===== src/rtl/timer_cfg_arbiter.sv =====
// timer_cfg_arbiter: round-robin sharing of the TIMERS reload/enable port, plus TIMER1 overflow fan-out
module timer_cfg_arbiter #(
  parameter int NUM_CORES = 4
) (
  input  logic                      CLK,
  input  logic                      CPU_Reset,
  input  logic [NUM_CORES-1:0]      REQ,
  input  logic [16*NUM_CORES-1:0]   REQ_RELOAD,
  input  logic [NUM_CORES-1:0]      REQ_EN,
  output logic [NUM_CORES-1:0]      ACK,
  output logic                      BUSY,
  output logic                      TIMER1_EN,
  output logic                      TIMER_WR_LSB,
  output logic                      TIMER_WR_MSB,
  output logic                      TIMER_SET_REGISTER,
  output logic [7:0]                TIMERS_DATA,
  input  logic                      TIMER1_OV_Flag,
  output logic                      TIMER1_OV_Read,
  output logic [NUM_CORES-1:0]      OV_PEND,
  input  logic [NUM_CORES-1:0]      OV_CLR
);
  localparam int IW = $clog2(NUM_CORES);
  typedef enum logic [2:0] {IDLE, WR_LSB, WR_MSB, SET, DONE} state_t;
  state_t state;
  logic [IW-1:0] ptr, win, pick;
  logic [NUM_CORES-1:0][15:0] rl;
  logic [7:0] reload_hi;
  logic en;
  logic ov_new;
  int s;
  assign rl = REQ_RELOAD;
  assign ov_new = TIMER1_OV_Flag & ~TIMER1_OV_Read;
  // descending scan so the requester closest above ptr (with wrap) wins
  always_comb begin
    pick = ptr;
    s = 0;
    for (int j = NUM_CORES - 1; j >= 0; j--) begin
      s = int'(ptr) + j;
      s = s >= NUM_CORES ? s - NUM_CORES : s;
      pick = REQ[IW'(s)] ? IW'(s) : pick;
    end
  end
  always_ff @(posedge CLK) begin
    if (CPU_Reset) begin
      state <= IDLE;
      ptr <= '0;
      win <= '0;
      reload_hi <= '0;
      en <= 1'b0;
      ACK <= '0;
      BUSY <= 1'b0;
      TIMER1_EN <= 1'b0;
      TIMER_WR_LSB <= 1'b0;
      TIMER_WR_MSB <= 1'b0;
      TIMER_SET_REGISTER <= 1'b0;
      TIMERS_DATA <= '0;
    end else begin
      ACK <= '0;
      TIMER_WR_LSB <= 1'b0;
      TIMER_WR_MSB <= 1'b0;
      TIMER_SET_REGISTER <= 1'b0;
      case (state)
        IDLE: if (|REQ) begin
          win <= pick;
          reload_hi <= rl[pick][15:8];
          en <= REQ_EN[pick];
          state <= WR_LSB;
          BUSY <= 1'b1;
          TIMER_WR_LSB <= 1'b1;
          TIMERS_DATA <= rl[pick][7:0];
        end
        WR_LSB: begin
          state <= WR_MSB;
          TIMER_WR_MSB <= 1'b1;
          TIMERS_DATA <= reload_hi;
        end
        WR_MSB: begin
          state <= SET;
          TIMER_SET_REGISTER <= 1'b1;
        end
        SET: begin
          state <= DONE;
          ACK <= NUM_CORES'(1) << win;
          TIMER1_EN <= en;
          ptr <= win == IW'(NUM_CORES - 1) ? '0 : win + 1'b1;
        end
        DONE: begin
          state <= IDLE;
          BUSY <= 1'b0;
        end
        default: state <= IDLE;
      endcase
    end
  end
  // the read pulse suppresses itself for one cycle so a single flag clears once
  always_ff @(posedge CLK) begin
    if (CPU_Reset) begin
      TIMER1_OV_Read <= 1'b0;
      OV_PEND <= '0;
    end else begin
      TIMER1_OV_Read <= ov_new;
      OV_PEND <= (OV_PEND & ~OV_CLR) | {NUM_CORES{ov_new}};
    end
  end
endmodule


===== config.mk =====
export PLATFORM = sky130hd
export DESIGN_NAME = timer_cfg_arbiter
export DESIGN_NICKNAME = d
export VERILOG_FILES = /design/src/rtl/timer_cfg_arbiter.sv
export SDC_FILE = /design/constraint.sdc
export NUM_CORES = 1
export LEC_CHECK = 0
export ABC_AREA = 1
export BUFFER_PORTS_ARGS = -buffer_cell sky130_fd_sc_hd__buf_4
export CAP_MARGIN = 0
export CORE_MARGIN = 1.5
export CORE_UTILIZATION = 43
export CTS_CLUSTER_SIZE = 10
export DETAILED_ROUTE_END_ITERATION = 12
export PLACE_DENSITY = 0.83
export SLEW_MARGIN = 20
export SYNTH_ARGS = -nofsm -noshare
export SYNTH_HDL_FRONTEND = slang
export SYNTH_SLANG_ARGS = --single-unit
export TNS_END_PERCENT = 5

===== constraint.sdc =====
create_clock -name CLK -period 1.63 [get_ports CLK]
set_input_delay 0.0815 -clock CLK [delete_from_list [all_inputs] [get_ports CLK]]
set_output_delay 0.0815 -clock CLK [all_outputs]
set_load 0.02 [all_outputs]

==> reports/summary.txt, run 1 <==
Filler cells = 419
Hold Crit Depth = 3
Number of remaining DRC errors = 0
Flops & latches, synth = 38
Gr usage total = 23.78%
Clk_lat worst skew = 0.28 ns
Post-route insts no fill = 544
H-tree depth = 2
Mean Syn Cell Area = 6.552 sq um
P_leak = 1.820 nW
Synth warn = 0
Multi-input logic area = 1318 sq um
Adder-Cell Fraction of Synth Area = 0.5319%
Drt first-iter violations = 191
Cell with the most instances after synthesis = nand2_1
Initial Utilization = 45.19%
Die area = 5923 sq um
Tmin final = 1.889 ns
Synth top cells by count = 73 x nand2_1, 72 x nand3_1, 51 x inv_1
Reg2reg path depth = 14
Post-Synth XOR/XNOR Area = 0%
Run status = finished, violations left
Proportion of layout cells with a drive suffix above 1 = 34.39%
Worst ir drop on vdd = 0.5123 mV
Crit path kind = reg -> reg
Compound-Gate Fraction of Synth Area = 13.94%
Share of the cycle needed by the critical path after routing = 115.9%
Root Driver = clkbuf_8
Core area = 5205 sq um
Top_reg_cell synth = dfxtp_1
Routed vias/inst = 5.219
Final wirelength = 7.335 mm
Failing checks = setup timing
IO Count = 101
Max Cap Viol = 0
Synth top area cells = dfxtp_1 32%, nand3_1 15%, nand2_1 12%
Die Width = 76.96 um
Drt pass-1 iters = 7
FP Rows = 26
EDFF count, synth = 0
Port Buf Inserts = 100
TritonCTS Buffers = 5
Register area = 763.2 sq um
P per Cell Area = 927.4 nW/um^2
Dpl hpwl = 4.859 mm
Rel. slew slack = 65.20%
Crit path DAT = 2.07 ns
Hold WC Path Type = in -> reg
Final setup viols = 18
Critical Path Source Type = flip-flop
Nets = 553
Post-synthesis sequential area ratio = 32.34%
Max clock buf depth = 2
Post-route ant nets = 0
Cell Area, Synth = 2352 sq um
Post-DR wirelength/cell = 13.48 um
Top fanout value on the critical path = 9
CTS Sinks = 38
Unrepaired setup endpoints after global routing = true
Post-synthesis mux area share = 0%
Post-Syn Nets = 439
CTS clk-pin slew, worst paths = 0.07 ns
Final hold vios = 0
Yosys cell types = 28
Chip height = 76.96 um
Setup ws final = -0.2588 ns
Placed insts = 523
CP Capture Type = flip-flop
Gr ovfl total = 0
Final Hold Slack = 0.09434 ns
Initial antenna violation count = 0
Clk_skew = 0.002182 ns
Area delta synth->final = 53.99%
CTS tree = yes
Largest family of logic cells by synthesized area = simple AND/OR/NAND/NOR gates
Simple-gate share of the synthesized area = 38.14%
Peak Freq = 529.4 MHz
Crit path required time = 1.81 ns
Ys async rst share = 0%
First-pass GRT wire length = 11.53 mm
Synth top area share = 32.34%
GP Congestion = 0.8285
Largest net degree at the start of global routing = 31
Vias in the first global route = 2663
Diode count = 0
Worst slew pin tran = 0.5207 ns
Synth Instances = 359
Vias post-DR = 2839
Pins over their slew limit = 0
Yosys top cell by area = dfxtp_1
-- timing repair --
item,CTS,global route
pin swaps,1,6
gates cloned,3,4
setup endpoints to repair,18,19
setup buffers,2,0
gates resized for setup,5,12
hold buffers,4,0
hold endpoints to repair,4,0
-- power breakdown --
part | internal (mW) | switching (mW)
registers | 1.04 | 0.0581
clock network | 0.455 | 0.330
logic | 0.670 | 0.802
-- placed cells by master, fill, tap and decap left out, types with 5 or more instances in the layout --
cell / n
o21ai_1: 8
buf_12: 7
clkbuf_8: 5
nand2_1: 70
o21ai_0: 13
o22ai_1: 5
nand3_1: 70
a21oi_2: 5
nand2_2: 12
inv_1: 51
buf_4: 108
a21oi_1: 27
nand3b_1: 10
nor2_1: 13
dfxtp_1: 36
-- flip-flops by register name, summed over array words and instances (netlist names), 2 cells and up --
signal / cells
reload_hi: 8
ptr: 2
OV_PEND: 4
TIMERS_DATA: 8
win: 2
state: 3
ACK: 4
-- cell type report --
| type | count | area share, % |
|---|---|---|
| Multi-Input combinational cell | 249 | 36.37 |
| Timing Repair Buffer | 124 | 31.09 |
| Sequential cell | 38 | 21.07 |
| Inverter | 55 | 5.907 |
| Tap cell | 70 | 2.418 |
| Clock buffer | 5 | 1.900 |
| Clock inverter | 3 | 1.244 |
-- metal layers --
metal / track usage (%) / wire length (um) / vias up
met1: 27.50 / 2927 / 1267
met2: 43.72 / 3778 / 150
met3: 3.929 / 477 / 21
li1: - / - / 1401
met4: 8.333 / 151 / 0
met5: 0 / 0 / -
-- through the flow --
| stage | total power, mW | instance area (sq um) | setup WS (ns) | setup TNS, ns | utilization [%] |
|---|---|---|---|---|---|
| 6_report | 3.359 | 3622 | -0.2588 | -3.262 | 69.59 |
| 5_1_grt | 3.557 | 3622 | -0.3916 | -5.390 | 69.59 |
| 4_1_cts | 3.263 | 3496 | -0.1753 | -2.696 | 67.16 |
| 3_5_place_dp | 2.371 | 3223 | -0.1767 | -2.290 | 61.92 |
| 3_3_place_gp | 2.339 | 3223 | -0.09424 | -0.9201 | 61.92 |
| 2_1_floorplan | 1.937 | 2352 | -0.009130 | -0.02659 | - |
-- final timing paths --
kind | startpoint | end | slack [ns]
hold / removal | REQ[1] | state[0] | 0.09
hold reg to reg | OV_PEND[3] | OV_PEND[3] | 0.47
setup reg to reg | ptr[0] | reload_hi[3] | -0.26
setup / recovery | ptr[0] | reload_hi[3] | -0.26
-- critical path: stages, from the launching register on --
cell and delay (ns):
dfxtp_2 0.33, buf_12 0.14, o21ai_2 0.17, nand2_1 0.09
nand2_1 0.08, inv_2 0.05, nand2_4 0.08, nand2_4 0.06
nand2_8 0.16, clkbuf_16 0.17, nand3b_1 0.07, nand3_1 0.08
nand2_1 0.06, o21ai_1 0.17, inv_1 0.07
-- cells by family (layout without fill, tap and decap cells) --
group | count (synthesis) | in the layout
simple gates | 184 | 186
buf+inv | 74 | 187
compound gates | 62 | 62
flops | 38 | 38
fa+ha+maj | 1 | 1
Note: power is estimated with default switching activity, not from simulation.
==> run 2, diff against run 1 <==
--- a/config.mk
+++ b/config.mk
@@ -13,6 +13,7 @@
 export CTS_CLUSTER_SIZE = 10
 export DETAILED_ROUTE_END_ITERATION = 12
 export PLACE_DENSITY = 0.83
+export RECOVER_POWER = 100
 export SLEW_MARGIN = 20
 export SYNTH_ARGS = -nofsm -noshare
 export SYNTH_HDL_FRONTEND = slang
==> reports/summary.txt, run 2 (same netlist as run 1, synthesis figures left out) <==
Run status = finished, violations left
Failing checks = setup timing
Commonest cells after routing, fill and taps aside = 86 x buf_4, 70 x nand2_1, 70 x nand3_1
Rel. slew slack = 64.54% (-0.66 points)
Filler cells = 435 (+3.8%)
Final hold vios = 0 (unchanged)
Commonest non-fill, non-tap cell in the layout = buf_4
Drt first-iter violations = 190 (-0.52%)
Routed vias/inst = 5.279 (+1.2%)
Clk_lat worst skew = 0.28 ns (about the same)
Top fanout value on the critical path = 9 (unchanged)
DP Area = 3223 sq um (unchanged)
Max clock buf depth = 2 (unchanged)
Largest net degree at the start of global routing = 31 (unchanged)
FP Rows = 26 (unchanged)
Number of remaining DRC errors = 0 (unchanged)
M1 WL = 2.900 mm (-0.92%)
Hold Crit Depth = 3 (unchanged)
Initial antenna violation count = 0 (unchanged)
Diode count = 0 (unchanged)
Area delta synth->final = 49.84%
Peak Freq = 527.6 MHz (-0.34%)
GP Congestion = 0.8285 (unchanged)
First-pass GRT wire length = 11.53 mm (unchanged)
CP Capture Type = flip-flop
Crit path required time = 1.81 ns (about the same)
H-tree depth = 2 (unchanged)
Final instance area = 3525 sq um (-2.7%)
CTS tree = yes
Max Cap Viol = 0 (unchanged)
Routed length on met3 = 591 um (+24%)
Vias post-DR = 2872 (+1.2%)
Crit path kind = reg -> reg
Worst ir drop on vdd = 0.5098 mV (-0.49%)
Dpl hpwl = 4.859 mm (unchanged)
CTS Sinks = 38 (unchanged)
Unrepaired setup endpoints after global routing = true
Crit path DAT = 2.07 ns (about the same)
Core area = 5205 sq um (unchanged)
CTS clk-pin slew, worst paths = 0.07 ns (about the same)
Share of the cycle needed by the critical path after routing = 116.3% (+0.40 points)
Clk_skew = 0.002599 ns (+0.0004164 ns)
Die area = 5923 sq um (unchanged)
P_leak = 1.726 nW (-5.2%)
Vias in the first global route = 2663 (unchanged)
P per Cell Area = 936.8 nW/um^2 (+1.0%)
Initial Utilization = 45.19% (unchanged)
TritonCTS Buffers = 5 (unchanged)
Proportion of layout cells with a drive suffix above 1 = 29.75% (-4.6 points)
Drt pass-1 iters = 5 (-2)
Setup ws final = -0.2652 ns (-0.006448 ns)
Met2 wire len = 3.811 mm (+0.87%)
Reg2reg path depth = 16 (+2)
Post-DR wirelength/cell = 13.67 um (+1.4%)
IO Count = 101 (unchanged)
Pins over their slew limit = 0 (unchanged)
Tmin final = 1.895 ns (+0.006448 ns)
Critical Path Source Type = flip-flop
Hold WC Path Type = in -> reg
Port Buf Inserts = 100 (unchanged)
Chip height = 76.96 um (unchanged)
Gr ovfl total = 0 (unchanged)
Post-route ant nets = 0 (unchanged)
Die Width = 76.96 um (unchanged)
Regs by FF count = TIMERS_DATA: 8 flops, reload_hi: 8 flops
Final setup viols = 18 (unchanged)
Gr usage total = 23.78% (unchanged)
Setup TNS = -3.287 ns (-0.02522 ns)
Nets = 553 (unchanged)
Top layer reached by signal wires = met4
Worst slew pin tran = 0.5306 ns (+0.009887 ns)
Root Driver = clkbuf_8
Final wirelength = 7.437 mm (+1.4%)
## run 2: layer usage
| layer | GRT usage, % | up-vias |
|---|---|---|
| li1 | - | 1403 |
| met1 | 27.50 | 1270 |
| met2 | 43.72 | 180 |
| met3 | 3.929 | 19 |
| met4 | 8.333 | 0 |
| met5 | 0 | - |
## run 2: worst max-delay path, cell delays in order, from the launching register on
cell	delay (ns)
dfxtp_2	0.33
buf_12	0.14
inv_8	0.06
nand2_1	0.06
nand2_2	0.07
nand2_1	0.07
nand2_1	0.08
inv_2	0.05
nand2_4	0.08
nand2_4	0.06
nand2_8	0.16
clkbuf_16	0.17
nand3b_1	0.07
nand3_1	0.08
nand2_1	0.06
o21ai_1	0.17
inv_1	0.07
## run 2: area by class of cell
class	count	area, sq um	share of cell area, %
multi-input cells	249	1318	37.38
repair buffers	124	1028	29.18
flip-flops and latches	38	763.2	21.65
inverters	55	214.0	6.070
well taps	70	87.58	2.485
clock buffers	5	68.82	1.952
clock inverters	3	45.04	1.278
## run 2: path summary, 6_finish.rpt
path | from | endpoint | slack [ns]
min | REQ[1] | state[0] | 0.09
max | ptr[0] | reload_hi[3] | -0.27
min reg2reg | OV_PEND[3] | OV_PEND[3] | 0.47
max reg2reg | ptr[0] | reload_hi[3] | -0.27
## run 2: what timing repair did
item / 4_1_cts / 5_1_grt
cloned: 3 / 4
hold endpoints to repair: 4 / 0
setup endpoints to repair: 18 / 19
pin swaps: 1 / 6
setup buffers: 2 / 0
resized for setup: 5 / 12
hold buffers: 4 / 0
## run 2: through the flow
stage               setup slack [ns]  total power [mW]  std cells  utilization, %  hold WS [ns]
floorplan                  -0.009130             1.937        359               -        0.1866
global placement            -0.09424             2.339        523           61.92        0.2756
detailed placement           -0.1767             2.371        523           61.92        0.2831
CTS                          -0.1753             3.263        540           67.16       0.08569
global route                 -0.3916             3.492        544           67.72        0.1124
finish                       -0.2652             3.302        544           67.72       0.09400
## run 2: power by group
group          total, mW  internal, mW  switching (mW)
Combinational       1.42         0.610           0.806
Clock              0.785         0.455           0.330
Sequential          1.10          1.04          0.0568
Total               3.30          2.11            1.19
